--- src/rtl/burst_pkg.sv ---
// rtl/burst_pkg.sv - shared defaults, reset word and control priority decode for the burst delay line
package burst_pkg;

    localparam int W_DEFAULT         = 34;
    localparam int MAX_DEPTH_DEFAULT = 16;
    localparam int DW_DEFAULT        = 5;

    localparam logic [W_DEFAULT-1:0] ZERO_WORD = '0;

    typedef enum logic [2:0] {
        CTL_RESET,
        CTL_LOAD,
        CTL_FLUSH,
        CTL_SHIFT,
        CTL_HOLD
    } ctl_e;

    // Reset > Load > Flush > EN; Reset is active-low
    function automatic ctl_e ctl_decode(input logic resetn, input logic load,
                                        input logic flush, input logic en);
        if (!resetn)    return CTL_RESET;
        else if (load)  return CTL_LOAD;
        else if (flush) return CTL_FLUSH;
        else if (en)    return CTL_SHIFT;
        else            return CTL_HOLD;
    endfunction

endpackage

--- src/rtl/burst_delay_line_if.sv ---
// rtl/burst_delay_line_if.sv - sample stream, delay control and status bundle
interface burst_delay_line_if #(
    parameter int W  = burst_pkg::W_DEFAULT,
    parameter int DW = burst_pkg::DW_DEFAULT
);
    logic          EN;
    logic [W-1:0]  Din;
    logic          Load;
    logic [DW-1:0] Delay;
    logic          Flush;
    logic [W-1:0]  Dout;
    logic          Dout_Valid;
    logic          Delay_Err;
    logic [DW-1:0] Fill;

    modport master (
        output EN, Din, Load, Delay, Flush,
        input  Dout, Dout_Valid, Delay_Err, Fill
    );

    modport slave (
        input  EN, Din, Load, Delay, Flush,
        output Dout, Dout_Valid, Delay_Err, Fill
    );
endinterface

--- src/rtl/burst_delay_ram.sv ---
// rtl/burst_delay_ram.sv - circular sample store, one write port and one asynchronous read port
module burst_delay_ram #(
    parameter int W     = 34,
    parameter int DEPTH = 16,
    parameter int AW    = 4
) (
    input  logic          Clock,
    input  logic          we_i,
    input  logic [AW-1:0] waddr_i,
    input  logic [W-1:0]  wdata_i,
    input  logic [AW-1:0] raddr_i,
    output logic [W-1:0]  rdata_o
);
    logic [W-1:0] mem_q [DEPTH];

    // Contents are never reset; the async read sees the pre-edge word, giving read-before-write
    always_ff @(posedge Clock) begin
        if (we_i) mem_q[waddr_i] <= wdata_i;
    end

    assign rdata_o = mem_q[raddr_i];
endmodule

--- src/rtl/burst_delay_line.sv ---
// rtl/burst_delay_line.sv - runtime-programmable EN-sample delay with fill tracking, flush and range check
module burst_delay_line
    import burst_pkg::*;
#(
    parameter int W         = W_DEFAULT,
    parameter int MAX_DEPTH = MAX_DEPTH_DEFAULT,
    parameter int DW        = DW_DEFAULT
) (
    input  logic                Clock,
    input  logic                Reset,
    burst_delay_line_if.slave   bus
);
    localparam int            AW        = (MAX_DEPTH > 1) ? $clog2(MAX_DEPTH) : 1;
    localparam logic [DW-1:0] MAX_D     = DW'(MAX_DEPTH);
    localparam logic [AW-1:0] LAST_ADDR = AW'(MAX_DEPTH - 1);

    ctl_e          ctl;
    logic [W-1:0]  dout_q, dout_d;
    logic          valid_q, valid_d;
    logic          err_q, err_d;
    logic [DW-1:0] fill_q, fill_d;
    logic [DW-1:0] delay_q, delay_d;
    logic [AW-1:0] wptr_q, wptr_d;
    logic [AW-1:0] raddr;
    logic [W-1:0]  rdata;
    logic          we;

    assign ctl   = ctl_decode(Reset, bus.Load, bus.Flush, bus.EN);
    // delay == MAX_DEPTH truncates to zero offset: read and write hit the same word
    assign raddr = (MAX_DEPTH == 1) ? '0 : AW'(wptr_q - AW'(delay_q));

    burst_delay_ram #(
        .W     (W),
        .DEPTH (MAX_DEPTH),
        .AW    (AW)
    ) u_ram (
        .Clock   (Clock),
        .we_i    (we),
        .waddr_i (wptr_q),
        .wdata_i (bus.Din),
        .raddr_i (raddr),
        .rdata_o (rdata)
    );

    always_ff @(posedge Clock) begin
        dout_q  <= dout_d;
        valid_q <= valid_d;
        err_q   <= err_d;
        fill_q  <= fill_d;
        delay_q <= delay_d;
        wptr_q  <= wptr_d;
    end

    always_comb begin
        dout_d  = dout_q;
        valid_d = valid_q;
        err_d   = err_q;
        fill_d  = fill_q;
        delay_d = delay_q;
        wptr_d  = wptr_q;
        we      = 1'b0;
        case (ctl)
            CTL_RESET: begin
                dout_d  = W'(ZERO_WORD);
                valid_d = 1'b0;
                err_d   = 1'b0;
                fill_d  = '0;
                delay_d = '0;
                wptr_d  = '0;
            end
            CTL_LOAD: begin
                delay_d = (bus.Delay > MAX_D) ? MAX_D : bus.Delay;
                err_d   = (bus.Delay > MAX_D);
                fill_d  = '0;
                valid_d = 1'b0;
                wptr_d  = '0;
            end
            CTL_FLUSH: begin
                fill_d  = '0;
                valid_d = 1'b0;
                wptr_d  = '0;
            end
            CTL_SHIFT: begin
                if (delay_q == '0) begin
                    dout_d  = bus.Din;
                    valid_d = 1'b1;
                end else begin
                    dout_d  = rdata;
                    we      = 1'b1;
                    wptr_d  = (wptr_q == LAST_ADDR) ? '0 : wptr_q + AW'(1);
                    valid_d = (fill_q >= delay_q);
                    fill_d  = (fill_q < delay_q) ? fill_q + DW'(1) : delay_q;
                end
            end
            default: ;
        endcase
    end

    assign bus.Dout       = dout_q;
    assign bus.Dout_Valid = valid_q;
    assign bus.Delay_Err  = err_q;
    assign bus.Fill       = fill_q;
endmodule

--- src/flat_wrapper.sv ---
// flat-port wrapper written by rule: the top's interface ports become plain ports
module burst_delay_line_flat import burst_pkg::*;
#(
    parameter int W         = W_DEFAULT,
    parameter int MAX_DEPTH = MAX_DEPTH_DEFAULT,
    parameter int DW        = DW_DEFAULT
)
  (Clock, Reset, bus_EN, bus_Din, bus_Load, bus_Delay, bus_Flush, bus_Dout, bus_Dout_Valid, bus_Delay_Err, bus_Fill);
  burst_delay_line_if #(.W(W), .DW(DW)) bus_i ();
  input  logic Clock;
  input  logic Reset;
  input wire logic [$bits(bus_i.EN)-1:0] bus_EN;
  input wire logic [$bits(bus_i.Din)-1:0] bus_Din;
  input wire logic [$bits(bus_i.Load)-1:0] bus_Load;
  input wire logic [$bits(bus_i.Delay)-1:0] bus_Delay;
  input wire logic [$bits(bus_i.Flush)-1:0] bus_Flush;
  output wire logic [$bits(bus_i.Dout)-1:0] bus_Dout;
  output wire logic [$bits(bus_i.Dout_Valid)-1:0] bus_Dout_Valid;
  output wire logic [$bits(bus_i.Delay_Err)-1:0] bus_Delay_Err;
  output wire logic [$bits(bus_i.Fill)-1:0] bus_Fill;
  assign bus_i.EN = bus_EN;
  assign bus_i.Din = bus_Din;
  assign bus_i.Load = bus_Load;
  assign bus_i.Delay = bus_Delay;
  assign bus_i.Flush = bus_Flush;
  assign bus_Dout = bus_i.Dout;
  assign bus_Dout_Valid = bus_i.Dout_Valid;
  assign bus_Delay_Err = bus_i.Delay_Err;
  assign bus_Fill = bus_i.Fill;
  burst_delay_line #(.W(W), .MAX_DEPTH(MAX_DEPTH), .DW(DW)) u_core (.Clock(Clock), .Reset(Reset), .bus(bus_i));
endmodule
--- config.mk ---
export PLATFORM = sky130hd
export DESIGN_NAME = burst_delay_line_flat
export DESIGN_NICKNAME = d
export VERILOG_FILES = /design/src/rtl/burst_pkg.sv /design/src/rtl/burst_delay_line_if.sv /design/src/rtl/burst_delay_ram.sv /design/src/rtl/burst_delay_line.sv /design/src/flat_wrapper.sv
export SDC_FILE = /design/constraint.sdc
export NUM_CORES = 1
export LEC_CHECK = 0
export CORE_ASPECT_RATIO = 0.9
export CORE_UTILIZATION = 50
export CTS_BUF_LIST = sky130_fd_sc_hd__clkbuf_8
export DETAILED_ROUTE_END_ITERATION = 8
export GPL_TIMING_DRIVEN = 0
export PLACE_DENSITY_LB_ADDON = 0.05
export SKIP_CTS_REPAIR_TIMING = 1
export SYNTH_ARGS = -nofsm -noshare
export SYNTH_HDL_FRONTEND = slang
export SYNTH_HIERARCHICAL = 1
export SYNTH_SLANG_ARGS = --single-unit
--- constraint.sdc ---
create_clock -name Clock -period 4.68 [get_ports Clock]
set_input_delay 0.702 -clock Clock [delete_from_list [all_inputs] [get_ports Clock]]
set_output_delay 0.702 -clock Clock [all_outputs]
set_load 0.05 [all_outputs]
==> flow_summary.toml <==
[run_status]
status = "finished clean"

[clock_tree]
clockBufferDepth = 3
cts_tree = "built"
clk_latency_ps = 650
cts-htree-levels = 3
path_clk_slew_ps = 60
cts_buffers = 93
cts_root_buffer = "clkbuf_8"
cts_sinks = 594

[worst_setup_path]
crit_path_end_kind = "flop"
max_stage_delay_ps = 660
arrival_ps = 4170
cp_slowest_cell = "nor3_4"
crit_fanout = 15
crit_chain = "clkdlybuf4s50_1 -> nand2b_1 -> nor2_1 -> nand2_2 -> buf_2 -> nor2_1 -> or3b_2 -> nor3_4 -> buf_8"
path_delay_family = "simple AND/OR/NAND/NOR gates"
path_common_cell = "nor2_1"
worstPathBufferInverterCount = 3
criticalPathCategory = "input pin to flop"
critPathLaunchType = "input pin"
cp.required_ps = 5020

[global_route]
antenna_found_initial = 1
gr-total-overflow = 0
grt_first_pass_wirelength_microns = 76200
first_global_vias = 11746
grt_max_degree = 23
grt_usage_pct = 22.6

[job]
cap_violations = 0

[timing]
fin_tns_setup_ps = 0
period_share_pct = 81.9
setup_viol = 0
tightest_slew_ps = 948
setup_slack_ps = 845
fmax_ghz = 0.261
drv_slew = 0
slew_headroom_pct = 36.6
finClkSkew_ps = 32.3
hold_viol_final = 0
rsz0062_at_grt = "no"
period_needed_ps = 3840

[drt]
firstDrtPassIters = 5
drc = 0
routed_wl_microns = 51200
ant_nets = 0
vias = 11361
initialDrtViolationCount = 1041
vias_per_cell = 5.74
routedWlPerCell_microns = 25.9

[synth]
yosysUniqueCellTypes = 36
synth_cells = 1095
synth_ff_type = "edfxtp_1"
netlist_area_sq_mm = 0.0230
synth_fp_nets = 1150
synthTopCellsByArea = "edfxtp_1 (77%), mux4_2 (13%), a22oi_1 (2.2%)"
ys.warnings.count = 6
yosys-top-cells-count = "edfxtp_1 (594), mux4_2 (136), nand2_1 (100)"
syn-mean-instance-area_sq_um = 21.0
synth_enable_flop_cells = 594
async_flop_share_pct = 0
yosysMostFrequentCell = "edfxtp_1"
ys_seq_elements = 594
synth_seq_area_share_pct = 77.5
yosys.area.top_type = "edfxtp_1"
synth_top_cell_area_share_pct = 77.5

[layout]
drive_gt1_share_pct = 25.3
area_delta_synth_final_pct = 16.5
fin_cells = 1979
fillCellCount = 3382
utilization_pct = 59.1
design.final.nets = 1358
diodes = 0

[floorplan]
floorplan.rows = 74
core_sq_mm = 0.0454
io-pin-count = 85
die_x_microns = 228
die_h_microns = 206
die_area_sq_mm = 0.0469
initial_core_util_pct = 50.7

[power]
power_frac_comb_pct = 12.8
swShare_pct = 24.9
clockPowerShare_pct = 34.2
power-per-cell-area_mw_per_mm2 = 417
leakagePower_nw = 8.66
vdd_drop_max_v = 0.000224
pwr-share-seq_pct = 53.0
power.switching_w = 0.00278
power.internal_w = 0.00838

[place]
dpl.hpwl_microns = 32200
dpl.cell_count = 1816
pre_cts_ws_ps = 161
routabilityCongestion = 0.740
numPortBuffers = 84

[min_path]
min_path_type = "flop to flop"
## sequential cells by signal (all words and copies together), names as in the netlist
signal and cells:
u_core/bus.Delay_Err 1, u_core/bus.Dout 34, u_core/bus.Dout_Valid 1, u_core/wptr_q 4, u_core/bus.Fill 5, u_core/u_ram/mem_q 544, u_core/delay_q 5
## metrics by stage
| step | cell area [sq um] | hold WS [ps] | power, W |
|---|---|---|---|
| after floorplan | 23000 | 584 | 0.00696 |
| after CTS | 26800 | 645 | 0.0113 |
| after global routing | 26800 | 691 | 0.0116 |
| final | 26800 | 648 | 0.0112 |
| after detailed placement | 25200 | 618 | 0.00747 |
| after global placement | 24600 | 604 | 0.00745 |
## power by group through the flow
| stage | clock network, W | logic (W) | registers, W |
|---|---|---|---|
| final | 0.00382 | 0.00143 | 0.00592 |
| after global routing | 0.00415 | 0.00154 | 0.00592 |
| after CTS | 0.00393 | 0.00145 | 0.00592 |
| after detailed placement | 0 | 0.00144 | 0.00603 |
| after global placement | 0 | 0.00142 | 0.00603 |
| after floorplan | 0 | 0.000858 | 0.00610 |
## metal layers
layer / up-vias / GRT usage [%] / wire [microns]
met5: - / 0 / 17
met4: 2 / 6.30 / 1000
met3: 83 / 4.52 / 2700
met2: 326 / 36.1 / 24600
met1: 5986 / 32.0 / 22900
li1: 4964 / - / -
## cell type report
type	count	area, sq um	share of cell area [%]
Tap cell	608	761	2.84
Clock buffer	95	1310	4.88
Timing Repair Buffer	113	1310	4.88
Buffer	57	318	1.19
Clock inverter	68	293	1.09
Sequential cell	594	17800	66.5
Multi-Input combinational cell	435	4950	18.5
Inverter	9	33.8	0.126
## logic make-up (layout without fill, tap and decap cells)
kind of cell / Yosys count / count (layout) / synth area share [%]
AO/OA/AOI/OAI: 116 / 116 / 3.65
XOR/XNOR: 7 / 7 / 0.266
buffers and inverters: 66 / 342 / 1.53
adder cells (fa/ha/maj): 11 / 11 / 0.631
flip-flops: 594 / 594 / 77.5
multiplexers: 137 / 137 / 13.4
AND/OR/NAND/NOR: 164 / 164 / 3.09
## cell usage in the layout (no fill, tap or decap), types with 2 or more instances in the layout
| cell type | count |
|---|---|
| a22oi_1 | 68 |
| nor3_2 | 4 |
| clkdlybuf4s50_1 | 84 |
| clkinv_2 | 6 |
| inv_1 | 51 |
| clkbuf_8 | 95 |
| buf_4 | 3 |
| nand2_1 | 99 |
| buf_12 | 10 |
| xnor2_1 | 4 |
| edfxtp_1 | 594 |
| nand2b_1 | 3 |
| ha_1 | 10 |
| nand2_2 | 12 |
| a21o_1 | 2 |
| buf_8 | 4 |
| buf_2 | 23 |
| nor2_1 | 14 |
| xor2_1 | 3 |
| nand3_1 | 4 |
| clkbuf_1 | 23 |
| buf_6 | 19 |
| nor2_4 | 12 |
| a21oi_1 | 23 |
| a21oi_2 | 15 |
| mux4_2 | 136 |
| a211oi_1 | 4 |
| buf_16 | 3 |
| and2_1 | 6 |
| nor2b_1 | 2 |
| nand3b_1 | 2 |
| clkinv_1 | 18 |
## tightest hold or removal path: stages, from the launching register on
cell and delay (ps):
edfxtp_1 380, mux2i_1 80, nor2_1 70
## path summary, 6_finish.rpt
path                                         from                                   to  slack, ps  cells past startpoint
setup / recovery                            Reset  u_core/u_ram/mem_q[0][18]$_DFFE_PP_        840                      9
hold / removal    u_core/delay_q[1]$_SDFFCE_PN0P_     u_core/bus.Fill[1]$_SDFFCE_PN0P_        650                      2
setup reg to reg   u_core/wptr_q[1]$_SDFFCE_PP0P_    u_core/bus.Dout[24]$_SDFFCE_PN0P_        970                     11
hold reg to reg   u_core/delay_q[1]$_SDFFCE_PN0P_     u_core/bus.Fill[1]$_SDFFCE_PN0P_        650                      2
Note: power is estimated with default switching activity, not from simulation.
